===== config.mk =====
export PLATFORM = sky130hd
export DESIGN_NAME = mult_div_unit
export DESIGN_NICKNAME = d
export VERILOG_FILES = /design/src/rtl/mult_div_unit.sv
export SDC_FILE = /design/constraint.sdc
export NUM_CORES = 1
export LEC_CHECK = 0
export ABC_AREA = 1
export CAP_MARGIN = 30
export CORE_MARGIN = 2
export CORE_UTILIZATION = 30
export DETAILED_ROUTE_END_ITERATION = 8
export GPL_ROUTABILITY_DRIVEN = 0
export PLACE_DENSITY = 0.59
export SETUP_SLACK_MARGIN = 0.1
export SLEW_MARGIN = 10
export SYNTH_ARGS = -nofsm -noshare
export SYNTH_HDL_FRONTEND = slang
export SYNTH_SLANG_ARGS = --single-unit

===== constraint.sdc =====
create_clock -name clk -period 2.35 [get_ports clk]
set_input_delay 0.3525 -clock clk [delete_from_list [all_inputs] [get_ports clk]]
set_output_delay 0.3525 -clock clk [all_outputs]
set_load 0.02 [all_outputs]

===== src/rtl/mult_div_unit.sv =====
// mult_div_unit: 32-bit iterative multiply/divide unit with HI/LO result
// registers. Multiply is radix-2 shift-add and divide is restoring
// shift-subtract. Every mult/div takes 32 ITER cycles plus one FIX cycle.
module mult_div_unit (
  input  logic        clk,
  input  logic        rst,
  input  logic        md_start,
  input  logic [2:0]  md_control,
  input  logic [31:0] rs_data,
  input  logic [31:0] rt_data,
  output logic        busy,
  output logic        done,
  output logic [31:0] res_hi,
  output logic [31:0] res_lo
);

  typedef enum logic [1:0] {IDLE, ITER, FIX} state_t;

  state_t      state_reg, state_next;
  logic [5:0]  cnt_reg;
  logic        is_div_reg;
  logic        neg_q_reg;     // product sign (mult) or quotient sign (div)
  logic        neg_r_reg;     // remainder follows the dividend sign
  logic        div_zero_reg;
  logic [31:0] opb_reg;       // multiplicand or divisor magnitude
  logic [31:0] acc_hi_reg;    // partial product high half / partial remainder
  logic [31:0] acc_lo_reg;    // multiplier bits / dividend bits turning into quotient
  logic [31:0] res_hi_reg, res_lo_reg;
  logic        done_reg;

  logic        accept;
  logic        start_md;
  logic        md_signed;
  logic [31:0] op_in  [2];
  logic [31:0] op_mag [2];

  assign accept    = (state_reg == IDLE) && md_start;
  assign start_md  = accept && !md_control[2];
  assign md_signed = !md_control[0];

  assign op_in[0] = rs_data;
  assign op_in[1] = rt_data;

  // Signed ops run on operand magnitudes; unsigned ops pass operands through.
  generate
    for (genvar gi = 0; gi < 2; gi++) begin : g_mag
      assign op_mag[gi] = (md_signed && op_in[gi][31]) ? (~op_in[gi] + 32'd1) : op_in[gi];
    end
  endgenerate

  // One iteration step of each algorithm, evaluated from the accumulators.
  logic [32:0] mul_sum;
  logic [31:0] mul_hi_step, mul_lo_step;
  logic [32:0] div_shift;
  logic        div_ge;
  logic [31:0] div_diff;
  logic [31:0] div_hi_step, div_lo_step;

  // Shift-add and restoring shift-subtract datapath for one bit.
  always_comb begin
    mul_sum     = {1'b0, acc_hi_reg} + (acc_lo_reg[0] ? {1'b0, opb_reg} : 33'd0);
    mul_hi_step = mul_sum[32:1];
    mul_lo_step = {mul_sum[0], acc_lo_reg[31:1]};
    div_shift   = {acc_hi_reg, acc_lo_reg[31]};
    div_ge      = (div_shift >= {1'b0, opb_reg});
    // Only used when div_ge holds, so the true difference fits in 32 bits.
    div_diff    = div_shift[31:0] - opb_reg;
    div_hi_step = div_ge ? div_diff : div_shift[31:0];
    div_lo_step = {acc_lo_reg[30:0], div_ge};
  end

  // Sign correction and divide-by-zero override applied in FIX.
  logic [63:0] prod, prod_neg;
  logic [31:0] fix_hi, fix_lo;

  // Final HI/LO values computed from the magnitude results.
  always_comb begin
    prod     = {acc_hi_reg, acc_lo_reg};
    prod_neg = ~prod + 64'd1;
    fix_hi   = 32'd0;
    fix_lo   = 32'd0;
    if (is_div_reg) begin
      fix_hi = neg_r_reg ? (~acc_hi_reg + 32'd1) : acc_hi_reg;
      if (div_zero_reg)
        fix_lo = 32'hFFFF_FFFF;
      else
        fix_lo = neg_q_reg ? (~acc_lo_reg + 32'd1) : acc_lo_reg;
    end else begin
      fix_hi = neg_q_reg ? prod_neg[63:32] : prod[63:32];
      fix_lo = neg_q_reg ? prod_neg[31:0]  : prod[31:0];
    end
  end

  // FSM state register.
  always_ff @(posedge clk) begin
    if (rst)
      state_reg <= IDLE;
    else
      state_reg <= state_next;
  end

  // FSM next-state logic: only IDLE accepts a mult/div request.
  always_comb begin
    state_next = state_reg;
    case (state_reg)
      IDLE:    if (start_md) state_next = ITER;
      ITER:    if (cnt_reg == 6'd31) state_next = FIX;
      FIX:     state_next = IDLE;
      default: state_next = IDLE;
    endcase
  end

  // Operand latch, iteration accumulators and HI/LO/done updates.
  always_ff @(posedge clk) begin
    if (rst) begin
      cnt_reg      <= 6'd0;
      is_div_reg   <= 1'b0;
      neg_q_reg    <= 1'b0;
      neg_r_reg    <= 1'b0;
      div_zero_reg <= 1'b0;
      opb_reg      <= 32'd0;
      acc_hi_reg   <= 32'd0;
      acc_lo_reg   <= 32'd0;
      res_hi_reg   <= 32'd0;
      res_lo_reg   <= 32'd0;
      done_reg     <= 1'b0;
    end else begin
      done_reg <= 1'b0;
      case (state_reg)
        IDLE: begin
          if (start_md) begin
            cnt_reg      <= 6'd0;
            is_div_reg   <= md_control[1];
            neg_q_reg    <= md_signed && (rs_data[31] ^ rt_data[31]);
            neg_r_reg    <= md_signed && rs_data[31];
            div_zero_reg <= (rt_data == 32'd0);
            opb_reg      <= op_mag[1];
            acc_hi_reg   <= 32'd0;
            acc_lo_reg   <= op_mag[0];
          end else if (accept && md_control == 3'b100) begin
            res_hi_reg <= rs_data;
          end else if (accept && md_control == 3'b101) begin
            res_lo_reg <= rs_data;
          end
        end
        ITER: begin
          cnt_reg <= cnt_reg + 6'd1;
          if (is_div_reg) begin
            acc_hi_reg <= div_hi_step;
            acc_lo_reg <= div_lo_step;
          end else begin
            acc_hi_reg <= mul_hi_step;
            acc_lo_reg <= mul_lo_step;
          end
        end
        FIX: begin
          res_hi_reg <= fix_hi;
          res_lo_reg <= fix_lo;
          done_reg   <= 1'b1;
        end
        default: ;
      endcase
    end
  end

  assign busy   = (state_reg != IDLE);
  assign done   = done_reg;
  assign res_hi = res_hi_reg;
  assign res_lo = res_lo_reg;

endmodule


Word level (Yosys, flattened, before mapping)
Index checks and enable logic that the tools add are counted.
Operators by class
  bitwise logic cells: 6
  reduce and logical (&&, ||, !) cells: 19
  mux-type cells: 30
  equal/unequal tests: 11
  $lt $le $gt $ge: 1
  add/sub/neg operators: 8
Operators by type and width (number)
  $mux W32: 20
  $pmux W32 S2: 4
  $add A32 B1 Y32 const B: 4
  $not A32 Y32: 4
  $add A64 B1 Y64 const B: 1
  $not A64 Y64: 1
  $add A32 B32 Y33: 1
  $ge A33 B32 Y1: 1
  $logic_not A32 Y1: 1
  $sub A32 B32 Y32: 1
  $pmux W6 S2: 1
  $ne A2 B2 Y1 const B: 4
  $logic_and A1 B1 Y1: 7
  $add A6 B1 Y6 const B: 1
  $eq A3 B3 Y1 const B: 2
  $eq A6 B5 Y1 const B: 1
  $mux W6: 1
  $reduce_and A2 Y1: 3
  $reduce_bool A2 Y1: 3
  $mux W2: 2
  $ne A2 B1 Y1 const B: 2
  $pmux W2 S2: 1
  $reduce_and A4 Y1: 1
  $reduce_and A3 Y1: 1
  other kinds (6): 7
Word-level totals
  logic and storage cells: 87
  register bits after elaboration: 173

Depth between registers and ports, before layout
  word-level depth: 7
  gate-level depth with buffers: 21
  mapped depth without buffers: 19

Worst setup path after synthesis
Ideal clock, no wire load.
  path type: register to register
  start: reg acc_lo_reg[0]
  end: reg acc_hi_reg[31]
  library setup time: 70 ps
  arrival: 2400 ps
  path slack: -120 ps
  period minus slack after synthesis: 2470 ps
  required time: 2280 ps
  stages on the path, launching flop included: 19
  buffers on the path: 2
  cells stage by stage: dfxtp_1 > buf_2 > clkbuf_1 > nand2_1 > inv_1 > ha_1 > inv_1 > fa_1 > o21ai_1 > inv_1 > o21ai_1 > nand3_1 > nand3_1 > nand2_1 > nand2_1 > nand2_1 > inv_1 > nand2_1 > a21oi_1
On the way
  longest elaborated chain between the ends: 4
RTL lines
  from (decl): RTL line 27  | logic [31:0] acc_lo_reg;
  from (signal assigned): RTL line 139  | acc_lo_reg <= op_mag[0];
  from (signal assigned): RTL line 150  | acc_lo_reg <= div_lo_step;
  from (signal assigned): RTL line 153  | acc_lo_reg <= mul_lo_step;
  $mux W32: RTL line 61  | mul_sum = {1'b0, acc_hi_reg} + (acc_lo_reg[0] ? {1'b0, opb_reg} : 33'd0);
  $add A32 B32 Y33: RTL line 61
  $mux W32: RTL line 148  | if (is_div_reg) begin
  $pmux W32 S2: RTL line 129  | case (state_reg)
  to (signal assigned): RTL line 149  | acc_hi_reg <= div_hi_step;
  to (signal assigned): RTL line 152  | acc_hi_reg <= mul_hi_step;
  to (decl): RTL line 26  | logic [31:0] acc_hi_reg;
Every way passes these cells.
A chain may end at the register's enable or synchronous reset.

Worst setup path after layout
  start: reg acc_lo_reg[0]
  end: reg acc_hi_reg[17]
The elaborated chain is that of the path after synthesis.

==> results.py <==
metrics = {
    "run_status": {
        "outcome": "finished, violations left",
        "violations": "negative setup slack",
    },
    "drt": {
        "drc": 0,
        "wl_mm": 80.2,
        "first_pass_iters": 6,
        "vias": 22500,
        "avgRoutedWirePerCell_um": 18.6,
        "antenna_left": 0,
        "routed_via_density": 5.21,
        "drt_iter0_drc": 2215,
    },
    "timing": {
        "fin_crit_ns": 2.41,
        "fin_ws_ns": -0.0596,
        "tightest_slew_ns": 0.785,
        "period_share": 1.03,
        "slew_violations": 0,
        "finalSetupViolations": 17,
        "max_freq_mhz": 415,
        "finalSetupTns_ns": -0.455,
        "hold_violations": 0,
        "max_slew_margin": 0.477,
        "rsz0062_at_grt": "yes",
        "fin_worst_skew_ns": 0.0240,
    },
    "worst_setup_path": {
        "worstSetupEndpointType": "register",
        "crit_path_start_kind": "register",
        "critPathKind": "reg -> reg",
        "crit_start": "acc_lo_reg[0]",
        "worstPathMaxFanout": 6,
        "r2r_slack_ns": -0.06,
        "timing.rr.end": "acc_hi_reg[17]",
        "crit_path_end": "acc_hi_reg[17]",
        "r2r-start": "acc_lo_reg[0]",
        "crit_arrival_ns": 2.75,
        "required_ns": 2.69,
        "ff2ff_path_depth": 18,
    },
    "logic_synthesis": {
        "synth-compound-area-share": 0.211,
        "synth-simple-area-share": 0.388,
        "synth_top_area_cell": "dfxtp_1",
        "yosysMostFrequentCell": "nand2_1",
        "ys.flop_type": "dfxtp_1",
        "async_flop_share": 0,
        "synth_cell_types": 52,
        "synth_mux_area_frac": 0,
        "synthXorXnorAreaFrac": 0.0135,
        "synth_top_area_share": 0.205,
        "synth-edff-count": 0,
        "synth_top_family_by_area": "simple AND/OR/NAND/NOR gates",
        "syn_inst": 3033,
        "synth_commonest_cells": "nand2_1, inv_1, nor2_1",
        "ys_ff_latch": 173,
        "ys_warn_count": 0,
        "synth_area_leaders": "dfxtp_1, nand2_1, inv_1",
        "synthAdderAreaFrac": 0.0534,
        "avgSynthCellArea_um2": 5.57,
        "netlist_area_um2": 16900,
        "yosysSeqAreaShare": 0.205,
        "synth_nets": 3174,
    },
    "cts": {
        "cts_tree": "yes",
        "htree_num_levels": 4,
        "clock-sinks": 173,
        "clk_pin_slew_worst_paths_ns": 0.08,
        "cts-buffers-inserted": 17,
        "cts_root_buf": "clkbuf_16",
        "cts_max_path_buffers": 2,
        "clk_latency_ns": 0.51,
    },
    "global_routing": {
        "grt_first_pass_wirelength_mm": 118,
        "grt_overflow_total": 0,
        "grtUsageTotal": 0.267,
        "grt_pass1_vias": 20400,
        "antenna_found_initial": 0,
        "grt_max_degree": 72,
    },
    "power_and_ir_drop": {
        "ir_drop_mv": 0.556,
        "leakage_nw": 11.9,
        "power_density_nw_per_um2": 440,
    },
    "floorplan": {
        "fp.dieW_um": 241,
        "fp.dieArea_um2": 58300,
        "die_h_um": 241,
        "rows": 87,
        "ios": 136,
        "initial_core_util": 0.302,
        "coreArea_um2": 56100,
    },
    "cells_and_area": {
        "postLayoutCoreUtil": 0.453,
        "n_antenna_cell": 0,
        "drive_gt1_frac": 0.278,
        "area_delta_synth_final_pct": 50.2,
        "layout.nets": 3679,
    },
    "worst_hold_path": {
        "hold_path_class": "in -> reg",
    },
    "job": {
        "maxCapViolCount": 0,
    },
    "placed_design": {
        "hpwl_mm": 60.4,
        "port_buffers": 135,
        "pre_cts_ws_ns": -0.237,
    },
}
layer usage:
| metal | up-vias | wire length [um] | global-route usage |
|---|---|---|---|
| li1 | 11000 | - | - |
| met1 | 10300 | 34600 | 0.355 |
| met2 | 1016 | 34300 | 0.405 |
| met3 | 224 | 7250 | 0.0639 |
| met4 | 0 | 4020 | 0.122 |
| met5 | - | 0 | 0 |
logic make-up (layout without fill, tap and decap cells):
family,after synthesis,in the layout
xor+xnor,26,26
buf+inv,567,1084
flops,173,173
fa+ha+maj,71,71
simple gates,1530,1531
compound gates,666,666
final cells by class:
type / count / area [um^2]
Timing Repair Buffer: 602 / 5220
Inverter: 450 / 1700
Tap cell: 756 / 946
Multi-Input combinational cell: 2294 / 13400
Clock buffer: 18 / 439
Clock inverter: 14 / 170
Sequential cell: 173 / 3520
Fill cell: 5786 / 30700
what timing repair did:
item / 4_1_cts / 5_1_grt
hold buffers: 0 / 0
pin swaps: 67 / 64
endpoints found under the setup margin: 48 / 83
resized for setup: 304 / 256
setup buffers: 27 / 24
gates cloned: 3 / 3
critical path, cell delays in order (launching register included):
cell,delay [ns]
dfxtp_4,0.37
buf_12,0.14
buf_16,0.15
nand2_2,0.06
inv_2,0.05
ha_4,0.24
a21oi_2,0.15
buf_6,0.14
buf_4,0.11
o21ai_2,0.05
nand2_2,0.10
buf_4,0.11
nand2_1,0.04
nand2_1,0.08
nand3_1,0.08
nand2_1,0.06
nand3_1,0.12
nand3_1,0.13
a21oi_1,0.07
cells in the final DEF, fill, tap and decap left out, drive strengths merged, types with 69 or more instances in the layout:
| cell | count |
|---|---|
| a21oi | 277 |
| dfxtp | 173 |
| clkdlybuf4s50 | 134 |
| ha | 69 |
| nand2 | 761 |
| inv | 455 |
| buf | 466 |
| nor2 | 347 |
| nand3 | 276 |
| o21ai | 292 |
worst min-delay path by stage:
stage	from	to	slack (ns)	cells after the start
detailed placement	cnt_reg[5]	state_reg[1]	0.44	1
global placement	cnt_reg[5]	state_reg[1]	0.44	1
CTS	md_control[1]	is_div_reg	0.41	3
finish	md_control[1]	is_div_reg	0.44	3
global route	cnt_reg[5]	state_reg[1]	0.48	1
floorplan	cnt_reg[5]	state_reg[1]	0.42	1
power breakdown:
group | switching (mW) | total [mW] | internal, mW
logic | 2.79 | 4.75 | 1.96
clock network | 1.53 | 3.16 | 1.63
registers | 0.174 | 3.26 | 3.09
total | 4.50 | 11.2 | 6.68
through the flow:
step,power [mW],cell area [um^2],hold slack [ns],instances
after floorplan,5.48,16900,0.420,3033
after global placement,7.30,22000,0.439,4220
after detailed placement,7.30,22000,0.444,4220
after CTS,10.8,24300,0.408,4282
after global routing,11.7,25400,0.478,4307
final,11.2,25400,0.439,4307
No activity file was read; power rests on OpenSTA's default activity.
